$ cat src/rtl/gcd_controller_pkg.sv
// Shared definitions for the GCD controller: FSM state encoding and mux select codes.
package gcd_controller_pkg;

    localparam int unsigned DataW = 16;

    // SUB operand mux codes
    localparam logic MuxA = 1'b0;
    localparam logic MuxB = 1'b1;

    // PIPO input bus mux codes
    localparam logic BusSub = 1'b0;
    localparam logic BusIn  = 1'b1;

    typedef enum logic [2:0] {
        StIdle = 3'd0,
        StLdA  = 3'd1,
        StLdB  = 3'd2,
        StCmp  = 3'd3,
        StSubA = 3'd4,
        StSubB = 3'd5,
        StDone = 3'd6,
        StErr  = 3'd7
    } state_e;

endpackage

$ cat src/rtl/gcd_controller_iter_cnt.sv
// Saturating iteration counter with synchronous clear and limit detect.
module gcd_controller_iter_cnt #(
    parameter int unsigned CNT_W    = 16,
    parameter int unsigned MAX_ITER = 65535
) (
    input  logic             i_clk,
    input  logic             i_rst,
    input  logic             i_clr,
    input  logic             i_inc,
    output logic [CNT_W-1:0] o_cnt,
    output logic             o_limit
);

    logic [CNT_W-1:0] r_cnt;

    assign o_limit = (r_cnt == CNT_W'(MAX_ITER));
    assign o_cnt   = r_cnt;

    // Limit gate keeps the count from ever wrapping
    always_ff @(posedge i_clk) begin
        if (i_rst || i_clr) begin
            r_cnt <= '0;
        end else if (i_inc && !o_limit) begin
            r_cnt <= r_cnt + CNT_W'(1);
        end
    end

endmodule

$ cat src/rtl/gcd_controller.sv
// Moore FSM sequencing the subtract-and-compare GCD datapath: load A, load B,
// then alternate compare/subtract until equal, the iteration limit, or bad flags.
module gcd_controller
    import gcd_controller_pkg::*;
#(
    parameter int unsigned CNT_W    = 16,
    parameter int unsigned MAX_ITER = 65535
) (
    input  logic             i_clk,
    input  logic             i_rst,
    input  logic             i_start,
    input  logic             i_abort,
    input  logic             i_lt,
    input  logic             i_gt,
    input  logic             i_eq,
    output logic             o_lda,
    output logic             o_ldb,
    output logic             o_sel1,
    output logic             o_sel2,
    output logic             o_sel_in,
    output logic             o_a_req,
    output logic             o_b_req,
    output logic             o_busy,
    output logic             o_done,
    output logic             o_err,
    output logic [CNT_W-1:0] o_iter_cnt
);

    state_e r_state;
    state_e w_state_next;
    logic   w_cnt_clr;
    logic   w_cnt_inc;
    logic   w_limit;

    gcd_controller_iter_cnt #(
        .CNT_W    (CNT_W),
        .MAX_ITER (MAX_ITER)
    ) u_iter_cnt (
        .i_clk   (i_clk),
        .i_rst   (i_rst),
        .i_clr   (w_cnt_clr),
        .i_inc   (w_cnt_inc),
        .o_cnt   (o_iter_cnt),
        .o_limit (w_limit)
    );

    always_ff @(posedge i_clk) begin
        if (i_rst) begin
            r_state <= StIdle;
        end else begin
            r_state <= w_state_next;
        end
    end

    always_comb begin
        w_state_next = r_state;
        unique case (r_state)
            StIdle: if (i_start) w_state_next = StLdA;
            StLdA:  w_state_next = StLdB;
            StLdB:  w_state_next = StCmp;
            StCmp: begin
                // Exactly one flag must be set; eq wins over the limit
                case ({i_lt, i_gt, i_eq})
                    3'b001:  w_state_next = StDone;
                    3'b010:  w_state_next = w_limit ? StErr : StSubA;
                    3'b100:  w_state_next = w_limit ? StErr : StSubB;
                    default: w_state_next = StErr;
                endcase
            end
            StSubA: w_state_next = StCmp;
            StSubB: w_state_next = StCmp;
            StDone: w_state_next = StIdle;
            StErr:  w_state_next = StIdle;
            default: w_state_next = StIdle;
        endcase
        if (i_abort) begin
            w_state_next = StIdle;
        end
    end

    assign w_cnt_clr = (r_state == StIdle) && i_start && !i_abort;
    assign w_cnt_inc = (r_state == StSubA) || (r_state == StSubB);

    always_comb begin
        o_lda    = 1'b0;
        o_ldb    = 1'b0;
        o_sel1   = MuxA;
        o_sel2   = MuxA;
        o_sel_in = BusSub;
        o_a_req  = 1'b0;
        o_b_req  = 1'b0;
        o_busy   = 1'b0;
        o_done   = 1'b0;
        o_err    = 1'b0;
        unique case (r_state)
            StLdA: begin
                o_lda    = 1'b1;
                o_sel_in = BusIn;
                o_a_req  = 1'b1;
                o_busy   = 1'b1;
            end
            StLdB: begin
                o_ldb    = 1'b1;
                o_sel_in = BusIn;
                o_b_req  = 1'b1;
                o_busy   = 1'b1;
            end
            StCmp: o_busy = 1'b1;
            StSubA: begin
                o_lda  = 1'b1;
                o_sel1 = MuxA;
                o_sel2 = MuxB;
                o_busy = 1'b1;
            end
            StSubB: begin
                o_ldb  = 1'b1;
                o_sel1 = MuxB;
                o_sel2 = MuxA;
                o_busy = 1'b1;
            end
            StDone: o_done = 1'b1;
            StErr:  o_err  = 1'b1;
            default: ;
        endcase
    end

endmodule

$ cat config.mk
export PLATFORM = sky130hd
export DESIGN_NAME = gcd_controller
export DESIGN_NICKNAME = d
export VERILOG_FILES = /design/src/rtl/gcd_controller_pkg.sv /design/src/rtl/gcd_controller_iter_cnt.sv /design/src/rtl/gcd_controller.sv
export SDC_FILE = /design/constraint.sdc
export NUM_CORES = 1
export LEC_CHECK = 0
export BUFFER_PORTS_ARGS = -buffer_cell sky130_fd_sc_hd__buf_2
export CELL_PAD_IN_SITES_DETAIL_PLACEMENT = 0
export CELL_PAD_IN_SITES_GLOBAL_PLACEMENT = 1
export CORE_AREA = 5 5 62 64
export DETAILED_ROUTE_END_ITERATION = 8
export DIE_AREA = 0 0 67 69
export PLACE_DENSITY = 0.76
export SLEW_MARGIN = 20
export SYNTH_ARGS = -nofsm -noshare
export SYNTH_HDL_FRONTEND = slang
export SYNTH_SLANG_ARGS = --single-unit
export TNS_END_PERCENT = 10
$ cat constraint.sdc
create_clock -name i_clk -period 2.3 [get_ports i_clk]
set_clock_uncertainty 0.1 [all_clocks]
set_input_delay 0 -clock i_clk [delete_from_list [all_inputs] [get_ports i_clk]]
set_output_delay 0 -clock i_clk [all_outputs]
set_load 0.01 [all_outputs]
# After elaboration in Yosys (flattened, before gate mapping)
# Cells that the tools add are included.
word_totals:
  input_bits: 7
  wordCells: 45
  register_bits: 19
  output_inout_bits: 26
op_classes:
  n_eq_ne: 12
  muxes: 15
  n_reduce_logical: 15
  add_sub_neg: 1
ops:
  columns: ["operator", "n"]
  rows:
  - ["$add 16x1->16 const B", 1]
  - ["$eq 16x16->1 const B", 1]
  - ["$eq 3x3->1 const B", 5]
  - ["$pmux 3 s5", 1]
  - ["$mux 1", 10]
  - ["$reduce_or 2->1", 5]
  - ["$eq 3x2->1 const B", 3]
  - ["$eq 3x1->1 const B", 2]
  - ["$pmux 2 s3", 1]
  - ["$reduce_or 5->1", 1]
  - ["$mux 2", 2]
  - ["$logic_and 1x1->1", 3]
  - ["$logic_not 3->1", 1]
  - ["$mux 3", 1]
  - ["$reduce_or 3->1", 1]
  - ["$logic_not 1->1", 2]
  - ["$logic_or 1x1->1", 2]
  - ["$ne 2x2->1 const B", 1]

# Longest topological paths before layout
# Gate-level depths: netlist of the first run.
depth:
  depth_word: 4
  ltp_mapped: 6
  mapped_depth_nobuf: 5

# Cells and area by module
# From an unflattened synthesis of the first run, not the netlist that was laid out.
unflattened:
  hier_cells: 135
  area_unflattened_um2: 1113.6
by_module_without_submodules:
  columns: ["module", "instances", "cells_per_inst", "area_per_inst_um2", "seq_area_each_um2"]
  rows:
  - ["gcd_controller_iter_cnt", 1, 97, 835.8, 320.3]
  - ["gcd_controller", 1, 38, 277.8, 60.1]

# Worst setup path before layout of the first run
# No wires, ideal clock.
synth_timing:
  path_kind: "register to register"
  startpoint: "register u_iter_cnt.r_cnt[0], in the netlist u_iter_cnt.o_cnt[0]"
  endpoint: "register u_iter_cnt.r_cnt[8], in the netlist u_iter_cnt.o_cnt[8]"
  path_buffers: 0
  period_less_slack_ns: 1.711
  stages_incl_launch_ff: 6
  t_required_ns: 2.130
  arrival_time_ns: 1.541
  slack_ns: 0.589
  setup_ns: 0.070
  cell_sequence: "dfxtp_1 -> ha_1 -> and3_1 -> nand2_1 -> or4_1 -> a21oi_1"
synth_between:
  elab_chain_len: 3
  elab_cells_between_ends: 4
  cone_classes: "add/sub: 1; eq/ne: 1; reduce/logical: 2"
synth_rtl:
  columns: ["item", "line", "text"]
  rows:
  - ["start: declaration", "gcd_controller_iter_cnt.sv:14", "logic [CNT_W-1:0] r_cnt;"]
  - ["start signal: assignment", "gcd_controller_iter_cnt.sv:24", "r_cnt <= r_cnt + CNT_W'(1);"]
  - ["branches (longest 3 deep; another with $add 16x1->16)", null, null]
# Parallel ways; which one is timed is not known.
# A chain may end at the register's enable or synchronous reset.

# Worst setup path in the final report of the first run
layout_timing:
  startpoint: "register u_iter_cnt.r_cnt[0], in the netlist u_iter_cnt.o_cnt[0]"
  endpoint: "register u_iter_cnt.r_cnt[12], in the netlist u_iter_cnt.o_cnt[12]"
# Same word-level chain as after synthesis.

==> results of run 1 <==
[report_power, final]
part / switching [mW] / internal [mW]
logic: 0.0251 / 0.0209
registers: 0.00310 / 0.330
clock network: 0.108 / 0.0675
total: 0.136 / 0.419
[worst max-delay path: stages, from the launching register on]
cell,delay [ns]
dfxtp_1,0.43
ha_1,0.21
and3_1,0.22
nand4_1,0.23
or4_1,0.46
a21oi_1,0.14
[per-stage QoR]
stage	power, mW	hold WS (ns)	utilization, %	instance area [sq um]
after detailed placement	0.381	0.204	41.4	1340
final	0.554	0.0723	43.8	1420
after global routing	0.584	0.0922	43.8	1420
after global placement	0.380	0.202	41.4	1340
after CTS	0.565	0.0674	43.8	1420
after floorplan	0.365	0.0690	-	1150
[logic make-up (layout without fill, tap and decap cells)]
kind of cell | after synthesis | in the layout | synth area share, %
muxes | 1 | 1 | 0.867
AOI/OAI and AO/OA | 40 | 40 | 23.6
buffers and inverters | 13 | 49 | 5.85
adders and majority gates | 1 | 1 | 1.08
xor gates and xnor gates | 1 | 1 | 0.759
DFF | 19 | 19 | 32.9
and+or+nand+nor | 63 | 63 | 34.9
[cell usage in the layout, fill, tap and decap left out, types with 2 or more instances in the layout]
cell           count
a21oi_1           13
and2_1             2
buf_2             32
clkbuf_4           3
dfxtp_1           19
dlygate4sd3_1      5
inv_1              7
nand2_1           12
nand2b_1           2
nand3_1            4
nand4_1            3
nor2_1             9
nor3_1             3
nor4_1             2
o21a_1             3
o21ai_0            3
o21ai_1            2
o31ai_1           11
or2_2              2
or3_1              4
or4_1              8
[worst max-delay path by stage]
stage / depth (start not counted) / endpoint / slack, ns / from
2_1_floorplan: 5 / u_iter_cnt.o_cnt[8] / 0.59 / u_iter_cnt.o_cnt[0]
3_3_place_gp: 6 / r_state[0] / 0.54 / u_iter_cnt.o_cnt[1]
3_5_place_dp: 5 / u_iter_cnt.o_cnt[12] / 0.48 / u_iter_cnt.o_cnt[0]
4_1_cts: 5 / u_iter_cnt.o_cnt[12] / 0.45 / u_iter_cnt.o_cnt[0]
5_1_grt: 5 / u_iter_cnt.o_cnt[12] / 0.29 / u_iter_cnt.o_cnt[0]
6_report: 5 / u_iter_cnt.o_cnt[12] / 0.46 / u_iter_cnt.o_cnt[0]
[routing by layer]
metal,part of all wire (%),routed length [microns]
met2,50,1400
met1,46,1300
met5,0,0
met3,3.3,94
met4,0.50,14
[cell usage after synthesis, drive strengths merged (2+ instances only)]
cell,instances
nor3,3
nand2b,2
and2,2
a21oi,14
nor2,9
nor4,4
dfxtp,19
inv,7
o21a,3
nand3,4
o21ai,5
nand4,5
nand2,12
buf,5
o31ai,11
or3,4
or4,9
or2,3
[registers in the layout (all words and copies together) (netlist names)]
name and flops:
u_iter_cnt.o_cnt 16, r_state 3
[layout make-up]
type | instances | area, sq um
fill | 344 | 1820
multi-input combinational | 106 | 707
sequential | 19 | 380
timing repair buffer | 38 | 218
tap | 46 | 57.6
clock buffer | 4 | 26.3
inverter | 7 | 26.3
==> flow_metrics.env, run 1 <==
export IMPL_worst_setup_path_start_kind="flip-flop"
export IMPL_setup_tns_ns=0
export IMPL_rsz0062_at_grt="false"
export IMPL_r2r_start="u_iter_cnt.o_cnt[0]"
export IMPL_drv_cap=0
export IMPL_fin_nets=183
export IMPL_coreArea_sq_mm=0.00323
export IMPL_criticalPathCategory="flip-flop to flip-flop"
export IMPL_grt_pass1_wl_mm=4.93
export IMPL_relSlewSlack_pct=63.8
export IMPL_io_pins=33
export IMPL_postCtsSetupBuffers=0
export IMPL_layout_setup_ws_ns=0.457
export IMPL_grt_use_met3_pct=3.73
export IMPL_peakVddDrop_mv=0.133
export IMPL_ys_flop_type="dfxtp_1"
export IMPL_syn_to_final_growth_pct=22.5
export IMPL_antenna_left=0
export IMPL_grt_start_max_net_pins=16
export IMPL_portBuffers=32
export IMPL_hold_buffers=5
export IMPL_hold_viol_final=0
export IMPL_holdCritStartpoint="i_gt"
export IMPL_synth_edf_count=0
export IMPL_fp_row_count=21
export IMPL_setup_viol=0
export IMPL_gp_congestion=0.867
export IMPL_viasPerCell=5.31
export IMPL_cts_sinks=19
export IMPL_grt_pass1_vias=1109
export IMPL_synth_top_cells_by_area="dfxtp_1, o31ai_1, a21oi_1, or4_1, nand2_1"
export IMPL_postCtsResizedCells=0
export IMPL_post_synth_top_area_cell="dfxtp_1"
export IMPL_met2_usage_pct=22.6
export IMPL_die_w_microns=67
export IMPL_synth_area_per_cell_sq_um=8.37
export IMPL_syn_area_sq_mm=0.00115
export IMPL_worstPathMaxFanout=6
export IMPL_arrival_ns=1.98
export IMPL_wl_mm=2.81
export IMPL_hold_path_end="r_state[0]"
export IMPL_rr_worst_depth=5
export IMPL_hold_depth=5
export IMPL_end_kind="flip-flop"
export IMPL_wl_per_cell_microns=12.8
export IMPL_seq_area_frac_synth_pct=32.9
export IMPL_ys_warn_count=0
export IMPL_hpwl_mm=2.17
export IMPL_htree_levels=1
export IMPL_synth_top_cell_area_share_pct=32.9
export IMPL_grt_busiest_layer="met2"
export IMPL_track_usage_pct=13.3
export IMPL_reg2reg_slack_ns=0.46
export IMPL_r2r_end="u_iter_cnt.o_cnt[12]"
export IMPL_cp_required_ns=2.44
export IMPL_start_util_pct=35.7
export IMPL_clock_latency_ns=0.30
export IMPL_drive_gt1_share_pct=26.4
export IMPL_remaining_drc_errors=0
export IMPL_cts_buffers=3
export IMPL_layout_min_cycle_time_ns=1.84
export IMPL_fp_dieH_microns=69
export IMPL_clk_path_buf_depth=2
export IMPL_use_met1_pct=16.0
export IMPL_cts_tree="done"
export IMPL_synth_nets=146
export IMPL_grt_ovfl_total=0
export IMPL_dp_cells=211
export IMPL_synth_cell_type_count=44
export IMPL_hp_class="primary input to flip-flop"
export IMPL_ctsRootBufferMaster="clkbuf_4"
export IMPL_status="finished clean"
export IMPL_power_density_mw_per_mm2=392
export IMPL_dieArea_sq_mm=0.00462
export IMPL_final_cells=220
export IMPL_dr_first_iter_drc_count=39
export IMPL_tightest_slew_ns=0.544
export IMPL_synthArstFlopShare_pct=0
export IMPL_period_share_pct=80.1
export IMPL_dp_slack_ns=0.479
export IMPL_vias=1169
export IMPL_n_antenna_cell=0
export IMPL_p_leak_nw=0.572
export IMPL_finalMaxSlewViolations=0
export IMPL_antenna_found_initial=0
export IMPL_synthCells=138
export IMPL_dr_pass1_iters=3
export IMPL_clk_pin_slew_worst_paths_ns=0.12
export IMPL_max_freq_ghz=0.543
export IMPL_ys_ff_latch=19
Power figures use the tool's default switching activity.
==> run 2, diff against run 1 <==
==> constraint.sdc (replaced) <==
create_clock -name i_clk -period 1.7 [get_ports i_clk]
set_clock_uncertainty 0.1 [all_clocks]
set_input_delay 0 -clock i_clk [delete_from_list [all_inputs] [get_ports i_clk]]
set_output_delay 0 -clock i_clk [all_outputs]
set_load 0.01 [all_outputs]
==> flow_metrics.env, run 2 (synthesis gave the netlist of run 1 again) <==
export IMPL_p_leak_nw=0.704
export IMPL_arrival_ns=1.81
export IMPL_portBuffers=32
export IMPL_dieArea_sq_mm=0.00462
export IMPL_n_antenna_cell=0
export IMPL_hp_class="primary input to flip-flop"
export IMPL_clk_path_buf_depth=2
export IMPL_hold_depth=5
export IMPL_clock_latency_ns=0.31
export IMPL_relSlewSlack_pct=65.6
export IMPL_r2r_end="u_iter_cnt.o_cnt[13]"
export IMPL_cts_sinks=19
export IMPL_crit_path_cell_trace="and4b_1 > nand4_2 > or4_4 > a21oi_2"
export IMPL_crit_path_top_delay_cell="or4_4"
export IMPL_grt_pass1_vias=1163
export IMPL_fp_row_count=21
export IMPL_tightest_slew_ns=0.517
export IMPL_wl_per_cell_microns=12.7
export IMPL_max_freq_ghz=0.604
export IMPL_cts_buffers=3
export IMPL_fp_dieH_microns=69
export IMPL_reg2reg_slack_ns=0.04
export IMPL_antenna_left=0
export IMPL_ctsRootBufferMaster="clkbuf_4"
export IMPL_setup_tns_ns=0
export IMPL_end_kind="flip-flop"
export IMPL_die_w_microns=67
export IMPL_setup_viol=0
export IMPL_hold_viol_final=0
export IMPL_period_share_pct=97.4
export IMPL_rr_worst_depth=4
export IMPL_largest_reg_flops=16
export IMPL_holdCritStartpoint="i_gt"
export IMPL_layout_min_cycle_time_ns=1.66
export IMPL_viasPerCell=5.25
export IMPL_worst_setup_path_start_kind="flip-flop"
export IMPL_final_common_cell="buf_2"
export IMPL_cts_tree="done"
export IMPL_hpwl_mm=2.41
export IMPL_finalMaxSlewViolations=0
export IMPL_htree_levels=1
export IMPL_filler_cell_count=307
export IMPL_r2r_start="r_state[1]"
export IMPL_drive_gt1_share_pct=41.6
export IMPL_fin_util_pct=51.4
export IMPL_start_util_pct=35.7
export IMPL_syn_to_final_growth_pct=43.9
export IMPL_status="finished clean"
export IMPL_gp_congestion=0.819
export IMPL_track_usage_pct=14.5
export IMPL_max_stage_delay_ns=0.52
export IMPL_coreArea_sq_mm=0.00323
export IMPL_mostFrequentLayoutCells="buf_2, buf_4, dfxtp_1"
export IMPL_cp_required_ns=1.85
export IMPL_grt_pass1_wl_mm=5.33
export IMPL_p_total_mw=0.766
export IMPL_worstPathMaxFanout=6
export IMPL_grt_ovfl_total=0
export IMPL_grt_start_max_net_pins=16
export IMPL_clk_pin_slew_worst_paths_ns=0.11
export IMPL_drv_cap=0
export IMPL_hold_path_end="r_state[0]"
export IMPL_dr_pass1_iters=4
export IMPL_rsz0062_at_grt="true"
export IMPL_io_pins=33
export IMPL_wl_mm=3.09
export IMPL_power_density_mw_per_mm2=461
export IMPL_antenna_found_initial=0
export IMPL_peakVddDrop_mv=0.271
export IMPL_criticalPathCategory="flip-flop to flip-flop"
export IMPL_dr_first_iter_drc_count=60
export IMPL_remaining_drc_errors=0
export IMPL_fin_nets=206
export IMPL_vias=1276
run 2: cell types whose count changed in the layout (fill, tap and decap cells not counted), sizes merged:
| cell | previous run | this run |
|---|---|---|
| buf | 33 | 56 |
run 2: metrics by stage:
| stage | hold slack [ns] | worst slack (ns) | cells | cell area [sq um] |
|---|---|---|---|---|
| floorplan | 0.0690 | 0.0502 | 138 | 1160 |
| global placement | 0.190 | 0.0377 | 232 | 1510 |
| detailed placement | 0.193 | -0.0314 | 232 | 1510 |
| CTS | 0.0663 | 0.00202 | 241 | 1610 |
| global route | 0.104 | -0.0396 | 243 | 1660 |
| finish | 0.0626 | 0.0438 | 243 | 1660 |
run 2: power by group:
part	internal [mW]	switching [mW]
logic	0.0379	0.0381
registers	0.445	0.00242
clock network	0.0919	0.151
total	0.575	0.191
run 2: worst max path at each step:
stage,from,to,slack (ns),cells past startpoint
after CTS,r_state[2],o_ldb,0.002,6
final,r_state[1],u_iter_cnt.o_cnt[13],0.04,4
after global routing,u_iter_cnt.o_cnt[0],u_iter_cnt.o_cnt[8],-0.04,5
after detailed placement,u_iter_cnt.o_cnt[1],u_iter_cnt.o_cnt[3],-0.03,6
after global placement,u_iter_cnt.o_cnt[0],u_iter_cnt.o_cnt[3],0.04,6
after floorplan,u_iter_cnt.o_cnt[4],u_iter_cnt.o_cnt[13],0.05,4
run 2: area by class of cell:
| type | count | area, sq um | share of cell area [%] |
|---|---|---|---|
| Tap cell | 46 | 57.6 | 3.46 |
| Sequential cell | 19 | 389 | 23.4 |
| Multi-Input combinational cell | 106 | 752 | 45.3 |
| Inverter | 7 | 26.3 | 1.58 |
| Timing Repair Buffer | 61 | 410 | 24.7 |
| Clock buffer | 4 | 26.3 | 1.58 |
run 2: worst max-delay path: cells and delay by family, from the launching register on:
kind | cells | cell delay [ns]
simple gates | 3 | 1.00
compound gates | 1 | 0.13
flops | 1 | 0.37
run 2: metal layers:
layer,track usage (%),up-vias,wire length [microns]
met5,0,-,0
met4,6.08,0,55
met2,23.0,31,1470
met3,2.44,5,138
met1,19.1,596,1430
li1,-,644,-
run 2: what timing repair did:
action,CTS,global route
gates resized for setup,5,11
endpoints found under the hold margin,6,0
hold buffers,5,0
endpoints found under the setup margin,7,11
setup buffers,0,2
